File: config.mk
export PLATFORM = sky130hd
export DESIGN_NAME = seg_scan_ctrl
export DESIGN_NICKNAME = d
export VERILOG_FILES = /design/src/rtl/seg_pkg.sv /design/src/rtl/seg_hex_font.sv /design/src/rtl/seg_scan_ctrl.sv
export SDC_FILE = /design/constraint.sdc
export NUM_CORES = 1
export LEC_CHECK = 0
export ABC_AREA = 1
export CORE_ASPECT_RATIO = 1.2
export CORE_MARGIN = 1.5
export CORE_UTILIZATION = 45
export CTS_CLUSTER_SIZE = 28
export DETAILED_ROUTE_END_ITERATION = 8
export PLACE_DENSITY = 0.65
export SETUP_SLACK_MARGIN = 0.4
export SLEW_MARGIN = 0
export SYNTH_ARGS = -nofsm -noshare
export SYNTH_HDL_FRONTEND = slang
export SYNTH_HIERARCHICAL = 1
export SYNTH_SLANG_ARGS = --single-unit
File: constraint.sdc
create_clock -name i_clk -period 8.95 [get_ports i_clk]
set_input_delay 1.3425 -clock i_clk [delete_from_list [all_inputs] [get_ports i_clk]]
set_output_delay 1.3425 -clock i_clk [all_outputs]
set_load 0.01 [all_outputs]
File: src/rtl/seg_pkg.sv
// rtl/seg_pkg.sv - shared FSM states, active-low hex font and blank code for seg_scan_ctrl
package seg_pkg;

  typedef enum logic [1:0] {
    ST_LOAD,
    ST_BLANK,
    ST_ON,
    ST_OFF
  } seg_state_e;

  localparam logic [7:0] SEG_OFF = 8'hFF;

  // gfedcba, active-low; element [n] is the glyph for nibble n
  localparam logic [15:0][6:0] FONT = {
    7'b0001110, 7'b0000110, 7'b0100001, 7'b1000110,
    7'b0000011, 7'b0001000, 7'b0010000, 7'b0000000,
    7'b1111000, 7'b0000010, 7'b0010010, 7'b0011001,
    7'b0110000, 7'b0100100, 7'b1111001, 7'b1000000
  };

endpackage

File: src/rtl/seg_hex_font.sv
// rtl/seg_hex_font.sv - combinational nibble to active-low gfedcba glyph lookup
module seg_hex_font
  import seg_pkg::*;
(
  input  logic [3:0] i_nibble,
  output logic [6:0] o_seg7
);

  assign o_seg7 = FONT[i_nibble];

endmodule

File: src/rtl/seg_scan_ctrl.sv
// rtl/seg_scan_ctrl.sv - N-digit multiplexed 7-segment scanner; optional blink via SEG_SCAN_BLINK_EN
// Outputs are registered from next-cycle counter/state values so node and segment change together.
module seg_scan_ctrl
  import seg_pkg::*;
#(
  parameter int NUM_DIGITS   = 4,
  parameter int SCAN_DIV     = 16384,
  parameter int BLANK_CYCLES = 64,
  parameter int DIM_W        = 4
`ifdef SEG_SCAN_BLINK_EN
  ,
  parameter int BLINK_FRAMES = 32
`endif
)
(
  input  logic                      i_clk,
  input  logic                      i_rst,
  input  logic [4*NUM_DIGITS-1:0]   i_digit,
  input  logic [NUM_DIGITS-1:0]     i_dp,
  input  logic [NUM_DIGITS-1:0]     i_digit_en,
  input  logic                      i_lz_blank,
  input  logic [DIM_W-1:0]          i_brightness,
`ifdef SEG_SCAN_BLINK_EN
  input  logic [NUM_DIGITS-1:0]     i_blink,
`endif
  output logic [NUM_DIGITS-1:0]     o_node,
  output logic [7:0]                o_segment,
  output logic                      o_frame_done
);

  localparam int CNT_W = (SCAN_DIV > 1) ? $clog2(SCAN_DIV) : 1;
  localparam int IDX_W = (NUM_DIGITS > 1) ? $clog2(NUM_DIGITS) : 1;
  localparam int P_W   = CNT_W + DIM_W + 2;
  localparam logic [CNT_W-1:0] CNT_LAST = CNT_W'(SCAN_DIV - 1);
  localparam logic [IDX_W-1:0] IDX_LAST = IDX_W'(NUM_DIGITS - 1);
  localparam logic [P_W-1:0]   ACT      = P_W'(SCAN_DIV - BLANK_CYCLES);
  localparam logic [P_W-1:0]   BLK      = P_W'(BLANK_CYCLES);

  seg_state_e r_state, w_state_nx;
  logic [CNT_W-1:0]        r_cnt, w_cnt_nx;
  logic [IDX_W-1:0]        r_idx, w_idx_nx;
  logic [4*NUM_DIGITS-1:0] r_snap_digit, w_src_digit;
  logic [NUM_DIGITS-1:0]   r_snap_dp, r_snap_en, w_src_dp, w_src_en, w_lit;
  logic                    r_snap_lz, w_src_lz;
  logic [DIM_W-1:0]        r_snap_bri, w_src_bri;
  logic [NUM_DIGITS-1:0]   r_node;
  logic [7:0]              r_segment;
  logic                    r_frame_done;
  logic                    w_wrap, w_loading, w_show, w_frame_end;
  logic [P_W-1:0]          w_prod, w_on_end, w_cnt_ext;
  logic [3:0]              w_nib;
  logic [6:0]              w_font;

  assign w_wrap      = (r_cnt == CNT_LAST);
  assign w_frame_end = w_wrap && (r_idx == IDX_LAST);
  assign w_cnt_nx    = w_wrap ? '0 : r_cnt + CNT_W'(1);
  assign w_idx_nx    = !w_wrap ? r_idx : ((r_idx == IDX_LAST) ? '0 : r_idx + IDX_W'(1));

  // During LOAD the snapshot is being written this edge, so look through to the inputs
  assign w_loading   = (r_state == ST_LOAD);
  assign w_src_digit = w_loading ? i_digit      : r_snap_digit;
  assign w_src_dp    = w_loading ? i_dp         : r_snap_dp;
  assign w_src_en    = w_loading ? i_digit_en   : r_snap_en;
  assign w_src_lz    = w_loading ? i_lz_blank   : r_snap_lz;
  assign w_src_bri   = w_loading ? i_brightness : r_snap_bri;

  assign w_prod    = ACT * (P_W'(w_src_bri) + P_W'(1));
  assign w_on_end  = BLK + (w_prod >> DIM_W);
  assign w_cnt_ext = P_W'(w_cnt_nx);

`ifdef SEG_SCAN_BLINK_EN
  localparam int FC_W = (BLINK_FRAMES > 1) ? $clog2(BLINK_FRAMES) : 1;
  logic [FC_W-1:0]       r_frame_cnt;
  logic                  r_hide;
  logic [NUM_DIGITS-1:0] r_snap_blink, w_src_blink;

  assign w_src_blink = w_loading ? i_blink : r_snap_blink;

  always_ff @(posedge i_clk) begin
    if (i_rst) begin
      r_frame_cnt  <= '0;
      r_hide       <= 1'b0;
      r_snap_blink <= '0;
    end else begin
      if (w_loading) r_snap_blink <= i_blink;
      if (w_frame_end) begin
        if (r_frame_cnt == FC_W'(BLINK_FRAMES - 1)) begin
          r_frame_cnt <= '0;
          r_hide      <= ~r_hide;
        end else begin
          r_frame_cnt <= r_frame_cnt + FC_W'(1);
        end
      end
    end
  end
`endif

  always_comb begin
    logic zero_run;
    zero_run = 1'b1;
    w_lit    = '0;
    for (int i = NUM_DIGITS - 1; i >= 0; i--) begin
      zero_run = zero_run && (w_src_digit[4*i +: 4] == 4'd0);
      w_lit[i] = w_src_en[i] && !(w_src_lz && (i > 0) && zero_run);
    end
`ifdef SEG_SCAN_BLINK_EN
    w_lit = w_lit & ~(w_src_blink & {NUM_DIGITS{r_hide}});
`endif
  end

  always_comb begin
    w_state_nx = ST_OFF;
    if (w_cnt_nx == '0)
      w_state_nx = (w_idx_nx == '0) ? ST_LOAD : ST_BLANK;
    else if (w_cnt_ext < BLK)
      w_state_nx = ST_BLANK;
    else if (w_cnt_ext < w_on_end)
      w_state_nx = ST_ON;
  end

  assign w_nib  = w_src_digit[{w_idx_nx, 2'b00} +: 4];
  assign w_show = (w_state_nx == ST_ON) && w_lit[w_idx_nx];

  seg_hex_font u_font (
    .i_nibble (w_nib),
    .o_seg7   (w_font)
  );

  always_ff @(posedge i_clk) begin
    if (i_rst) r_state <= ST_LOAD;
    else       r_state <= w_state_nx;
  end

  always_ff @(posedge i_clk) begin
    if (i_rst) begin
      r_cnt        <= '0;
      r_idx        <= '0;
      r_snap_digit <= '0;
      r_snap_dp    <= '0;
      r_snap_en    <= '0;
      r_snap_lz    <= 1'b0;
      r_snap_bri   <= '0;
      r_node       <= '1;
      r_segment    <= SEG_OFF;
      r_frame_done <= 1'b0;
    end else begin
      r_cnt <= w_cnt_nx;
      r_idx <= w_idx_nx;
      if (w_loading) begin
        r_snap_digit <= i_digit;
        r_snap_dp    <= i_dp;
        r_snap_en    <= i_digit_en;
        r_snap_lz    <= i_lz_blank;
        r_snap_bri   <= i_brightness;
      end
      r_node       <= w_show ? ~(NUM_DIGITS'(1) << w_idx_nx) : '1;
      r_segment    <= w_show ? {~w_src_dp[w_idx_nx], w_font} : SEG_OFF;
      r_frame_done <= (w_cnt_nx == CNT_LAST) && (w_idx_nx == IDX_LAST);
    end
  end

  assign o_node       = r_node;
  assign o_segment    = r_segment;
  assign o_frame_done = r_frame_done;

endmodule

==> impl_metrics.tcl, run 1 <==
set metrics [dict create \
    drtIter0Drc 111 \
    final-instance-count-excl-fill 811 \
    min_delay_path_depth 2 \
    dp_slack_ns 1.30 \
    slew_headroom 0.302 \
    synth-main-ff-cell "dfxtp_1" \
    endpoint_kind "flip-flop" \
    post-cts-setup-buffers 0 \
    yosysWarnings 6 \
    hpwl_mm 8.00 \
    powerDensity_nw_per_um2 314 \
    place_inst 795 \
    syn-cell-area_um2 4610 \
    path_buf_inv 8 \
    crit_arrival_ns 7.52 \
    status "finished clean" \
    p_sw_w 0.000787 \
    synth_edf_count 0 \
    start_util 0.461 \
    clock_path_buffers 2 \
    final_cell_area_um2 5470 \
    vias 3978 \
    cp_top_family "adder cells" \
    fillerInstances 996 \
    drtPass1Iterations 4 \
    ys_types 52 \
    synth_common_cells "nand2_1 (137), inv_1 (117), nor2_1 (64), dfxtp_1 (60), ha_1 (44)" \
    gr-usage-all-layers 0.198 \
    chipWidth_um 95.4 \
    io_pins 44 \
    clkPwrFrac 0.230 \
    max_freq_ghz 0.136 \
    hold_class "reg2reg" \
    cap_violations 0 \
    synth.most_common_cell "nand2_1" \
    clock-sinks 60 \
    core_area_um2 10000 \
    crit_slowest_cell "fa_1" \
    syn_inst 639 \
    routed_wl_mm 10.1 \
    cts_buffers 9 \
    sw_frac_of_total 0.458 \
    worst_slew_pin_slew_ns 1.04 \
    crit_path_max_fanout 13 \
    synth.avg_cell_area_um2 7.22 \
    wl_per_cell_um 12.4 \
    timing.final.ws_setup_ns 1.62 \
    slowest_delay_ns 0.64 \
    async_flop_share 0 \
    p_int_w 0.000931 \
    drtAntennaViolNets 0 \
    synth.largest_area_cell "dfxtp_1" \
    synth_area_leaders "dfxtp_1 (26%), ha_1 (12%), nand2_1 (11%), inv_1 (9.5%), nor2_1 (5.2%)" \
    skew_ns 0.00570 \
    insertedDiodeCount 0 \
    combPwrFrac 0.605 \
    dieArea_um2 10900 \
    placedInstanceArea_um2 5130 \
    clkSlewWorstSetupHoldPaths_ns 0.05 \
    peakVddDrop_v 0.000387 \
    cts.hold.buffers_added 0 \
    multi_input_area_um2 2850 \
    crit_top_cell "nand2_1" \
    slew_violations 0 \
    setup_viol 0 \
    crit_type "in2reg" \
    synthesis.nets 724 \
    viasPerCell 4.91 \
    cts_resized 0 \
    grt_pass1_vias 3781 \
    tns_ns 0 \
    area_delta_synth_final_pct 18.6 \
    drive_above_1_share 0.101 \
    antenna_found_initial 0 \
    port_buffers 43 \
    finalCritPeriodShare 0.819 \
    cp.required_ns 9.14 \
    row_count 40 \
    gp_congestion 0.849 \
    grt_pass1_wl_mm 16.8 \
    pwr-share-seq 0.165 \
    r2r_cells 29 \
    worstSetupStartpointType "input port" \
    seq_area_um2 1200 \
    hold_viol_final 0 \
    ys_ff_latch 60 \
    rsz0062_at_grt "no" \
    grt_max_degree 49 \
    synth_top_area_share 0.261 \
    root_buffer "clkbuf_16" \
    htreeDepth 3 \
    holdWs_ns 0.483 \
    fin_crit_ns 7.33 \
    clk_latency_ns 0.33 \
    cts_tree "built" \
    leakage_nw 2.92 \
    drc 0 \
    crit_cells 32 \
    yosysSeqAreaShare 0.261 \
    die_y_um 114 \
    grt-ovfl-total 0 \
    nets 765 \
]
==> cell usage in the layout (no fill, tap or decap), types with 10 or more instances in the layout <==
cell and n:
nand2_1 137, inv_1 117, nor2_1 63, dfxtp_1 60, ha_1 44, clkdlybuf4s50_1 43, nand3_1 37, o21ai_0 22
nand4_1 19, nor3_1 10, mux2i_1 10, a21oi_1 10, fa_1 10
==> sequential cells by signal, summed over array words and instances, names as in the netlist <==
register	cells
r_snap_lz	1
r_idx	2
r_snap_en	4
o_node	4
r_snap_digit	16
o_frame_done	1
r_state	2
r_snap_dp	4
r_cnt	14
o_segment	8
r_snap_bri	4
==> kinds of logic (layout without fill, tap and decap cells) <==
logic type,count (synthesis),after routing,synth area share
XOR/XNOR,12,12,0.0244
multiplexers,10,10,0.0217
flip-flops,60,60,0.261
AND/OR/NAND/NOR,312,312,0.339
buffers and inverters,139,185,0.123
AO/OA/AOI/OAI,52,52,0.0684
adder cells (fa/ha/maj),54,54,0.163
==> tightest hold or removal path: cells and delay by family (launching register included) <==
kind | cells | cell delay (ns)
mux | 1 | 0.07
simple gates | 1 | 0.08
flops | 1 | 0.30
==> metrics by stage <==
step	util	total power [W]
after global placement	0.512	0.00130
after detailed placement	0.512	0.00133
after CTS	0.546	0.00173
after global routing	0.546	0.00191
final	0.546	0.00172
after floorplan	-	0.00111
==> worst paths after layout <==
| path | from | end | slack, ns |
|---|---|---|---|
| worst max-delay path | i_brightness[0] | o_node[2]$_SDFF_PP1_ | 1.62 |
| worst min-delay path | r_snap_dp[1]$_SDFF_PP0_ | r_snap_dp[1]$_SDFF_PP0_ | 0.48 |
| worst max register to register | r_state[1]$_SDFF_PP0_ | o_node[2]$_SDFF_PP1_ | 1.86 |
| worst min register to register | r_snap_dp[1]$_SDFF_PP0_ | r_snap_dp[1]$_SDFF_PP0_ | 0.48 |
==> routing by layer <==
layer / track usage / wire length [um] / up-vias
met5: 0 / 0 / -
met2: 0.354 / 5230 / 65
met1: 0.227 / 4340 / 1802
li1: - / - / 2097
met3: 0.0387 / 297 / 14
met4: 0.0814 / 197 / 0
==> power by group through the flow <==
stage          Sequential (W)  Combinational (W)  Clock [W]
5_1_grt              0.000284            0.00121   0.000417
6_report             0.000283            0.00104   0.000395
3_5_place_dp         0.000289            0.00104          0
2_1_floorplan        0.000287           0.000824          0
3_3_place_gp         0.000288            0.00101          0
4_1_cts              0.000283            0.00105   0.000403
==> cell type report <==
class,instances,share of cell area
Multi-Input combinational cell,440,0.521
Sequential cell,60,0.220
Inverter,124,0.0865
Timing Repair Buffer,45,0.0815
Clock buffer,10,0.0419
Tap cell,126,0.0288
Clock inverter,6,0.0204
Note: power is estimated with default switching activity, not from simulation.
==> inputs of run 2 (changes only) <==
--- a/config.mk
+++ b/config.mk
@@ -11,7 +11,7 @@
 export CORE_UTILIZATION = 45
 export CTS_CLUSTER_SIZE = 28
 export DETAILED_ROUTE_END_ITERATION = 8
-export PLACE_DENSITY = 0.65
+export PLACE_DENSITY = 0.68
 export SETUP_SLACK_MARGIN = 0.4
 export SLEW_MARGIN = 0
 export SYNTH_ARGS = -nofsm -noshare
==> constraint.sdc (replaced) <==
create_clock -name i_clk -period 6.4 [get_ports i_clk]
set_input_delay 0.96 -clock i_clk [delete_from_list [all_inputs] [get_ports i_clk]]
set_output_delay 0.96 -clock i_clk [all_outputs]
set_load 0.01 [all_outputs]
==> run 2 against run 1 <==
Net effect: sequential power up 41%; largest power group unchanged; global-route usage rose by 1.1 points; utilization rose by 7.8 points; via count increased by 10%; critical endpoint is now o_segment[3]$_SDFF_PP1_; worst hold slack gained 0.0056 ns; power rose by 120%; count of clock-buffer cells in the layout unchanged.
==> impl_metrics.tcl, run 2 (synthesized netlist as in run 1, its figures left out) <==
set metrics [dict create \
    status "finished clean" \
    grt_max_degree 48 \
    powerDensity_nw_per_um2 602 \
    grt_pass1_vias 4162 \
    worst_slew_pin_slew_ns 0.907 \
    largest_reg_flops 16 \
    grt-ovfl-total 0 \
    slowest_delay_ns 0.63 \
    finalCritPeriodShare 0.910 \
    nets 826 \
    seq_area_um2 1200 \
    drtPass1Iterations 6 \
    vias 4385 \
    hold_class "reg2reg" \
    viasPerCell 5.03 \
    fillerInstances 865 \
    r2r_cells 31 \
    clock_path_buffers 2 \
    crit_arrival_ns 6.02 \
    crit_start "i_brightness[0]" \
    crit_path_max_fanout 7 \
    start_util 0.461 \
    wl_per_cell_um 13.2 \
    antenna_found_initial 0 \
    placedInstanceArea_um2 5380 \
    grt_pass1_wl_mm 17.8 \
    routed_wl_mm 11.5 \
    slew_violations 0 \
    endpoint_kind "flip-flop" \
    multi_input_area_um2 3150 \
    io_pins 44 \
    drc 0 \
    root_buffer "clkbuf_16" \
    crit_top_cell "nand2_2" \
    hold_viol_final 0 \
    timing.final.ws_setup_ns 0.577 \
    die_y_um 114 \
    largest_register "r_snap_digit" \
    drive_above_1_share 0.256 \
    cap_violations 0 \
    drtIter0Drc 159 \
    crit_type "in2reg" \
    power_w 0.00376 \
    cts_buffers 9 \
    skew_ns 0.00440 \
    layout_common_cells "nand2_1 (122), inv_1 (105), nor2_1 (61)" \
    gr-usage-all-layers 0.210 \
    htreeDepth 3 \
    core_area_um2 10000 \
    finalCoreUtilization 0.624 \
    peakVddDrop_v 0.000696 \
    fin_crit_ns 5.82 \
    row_count 40 \
    chipWidth_um 95.4 \
    crit_slowest_cell "fa_2" \
    dieArea_um2 10900 \
    hpwl_mm 8.03 \
    slew_headroom 0.395 \
    gp_congestion 0.903 \
    worstReg2RegStart "r_state[0]$_SDFF_PP0_" \
    rr_endpoint "o_segment[3]$_SDFF_PP1_" \
    min_delay_path_depth 2 \
    rsz0062_at_grt "no" \
    drtAntennaViolNets 0 \
    final_cell_area_um2 6250 \
    clkSlewWorstSetupHoldPaths_ns 0.05 \
    cp.required_ns 6.60 \
    setup_viol 0 \
    critPathCapture "o_segment[3]$_SDFF_PP1_" \
    max_freq_ghz 0.172 \
    clock-sinks 60 \
    leakage_nw 3.25 \
    insertedDiodeCount 0 \
    dp_slack_ns -0.162 \
    port_buffers 43 \
    rrSetupSlack_ns 0.72 \
    final_common_cell "nand2_1" \
    worstSetupStartpointType "input port" \
    area_delta_synth_final_pct 35.5 \
    cts_tree "built" \
    clk_latency_ns 0.33 \
]
[run 2: cell count changes in the layout (fill, tap and decap cells not counted), moves of 5 or more]
cell	before	now
ha_4	0	6
a21oi_1	10	4
nand2_2	9	24
buf_4	2	57
inv_1	117	105
a21oi_2	0	5
ha_1	44	38
nand3_1	37	31
nand2_1	137	122
inv_2	4	16
[run 2: through the flow]
stage / hold slack (ns) / cells / setup TNS (ns)
detailed placement: 0.485 / 825 / -1.95
floorplan: 0.451 / 639 / 0
CTS: 0.498 / 861 / 0
global placement: 0.477 / 825 / -1.38
finish: 0.488 / 872 / 0
global route: 0.522 / 872 / 0
[run 2: worst max-delay path, delay by kind of cell]
family,cells,cell delay [ns]
simple gates,12,0.98
fa+ha+maj,6,2.37
xor+xnor,2,0.35
compound gates,3,0.36
buf+inv,9,0.95
[run 2: layout make-up]
class / count / area share
clock inverters: 6 / 0.0178
well taps: 126 / 0.0252
multi-input cells: 442 / 0.505
clock buffers: 10 / 0.0382
inverters: 124 / 0.0757
repair buffers: 104 / 0.146
flip-flops and latches: 60 / 0.192
[run 2: power breakdown]
group,total (W),switching (W),leakage (nW),internal (W)
sequential,0.000398,0.00000735,0.492,0.000390
combinational,0.00280,0.00144,2.59,0.00136
clock,0.000562,0.000172,0.169,0.000390
[run 2: per-layer routing]
metal,wire (um),up-vias,global-route usage
li1,-,2221,-
met1,4720,2034,0.228
met2,5960,92,0.381
met3,394,38,0.0407
met4,456,0,0.103
met5,0,-,0
[run 2: worst min path at each step]
| stage | from | to | slack [ns] |
|---|---|---|---|
| finish | r_snap_dp[1]$_SDFF_PP0_ | r_snap_dp[1]$_SDFF_PP0_ | 0.49 |
| global route | r_snap_en[0]$_SDFF_PP0_ | r_snap_en[0]$_SDFF_PP0_ | 0.52 |
| CTS | r_snap_en[0]$_SDFF_PP0_ | r_snap_en[0]$_SDFF_PP0_ | 0.50 |
| detailed placement | r_snap_en[0]$_SDFF_PP0_ | r_snap_en[0]$_SDFF_PP0_ | 0.49 |
| global placement | r_snap_dp[3]$_SDFF_PP0_ | r_snap_dp[3]$_SDFF_PP0_ | 0.48 |
| floorplan | r_snap_en[2]$_SDFF_PP0_ | r_snap_en[2]$_SDFF_PP0_ | 0.45 |
[run 2: what timing repair did]
item	in CTS	in global routing
hold buffers	0	0
resized for setup	25	51
buffers inserted	19	10
cloned	1	1
endpoints found under the setup margin	13	13
pin swaps	22	39
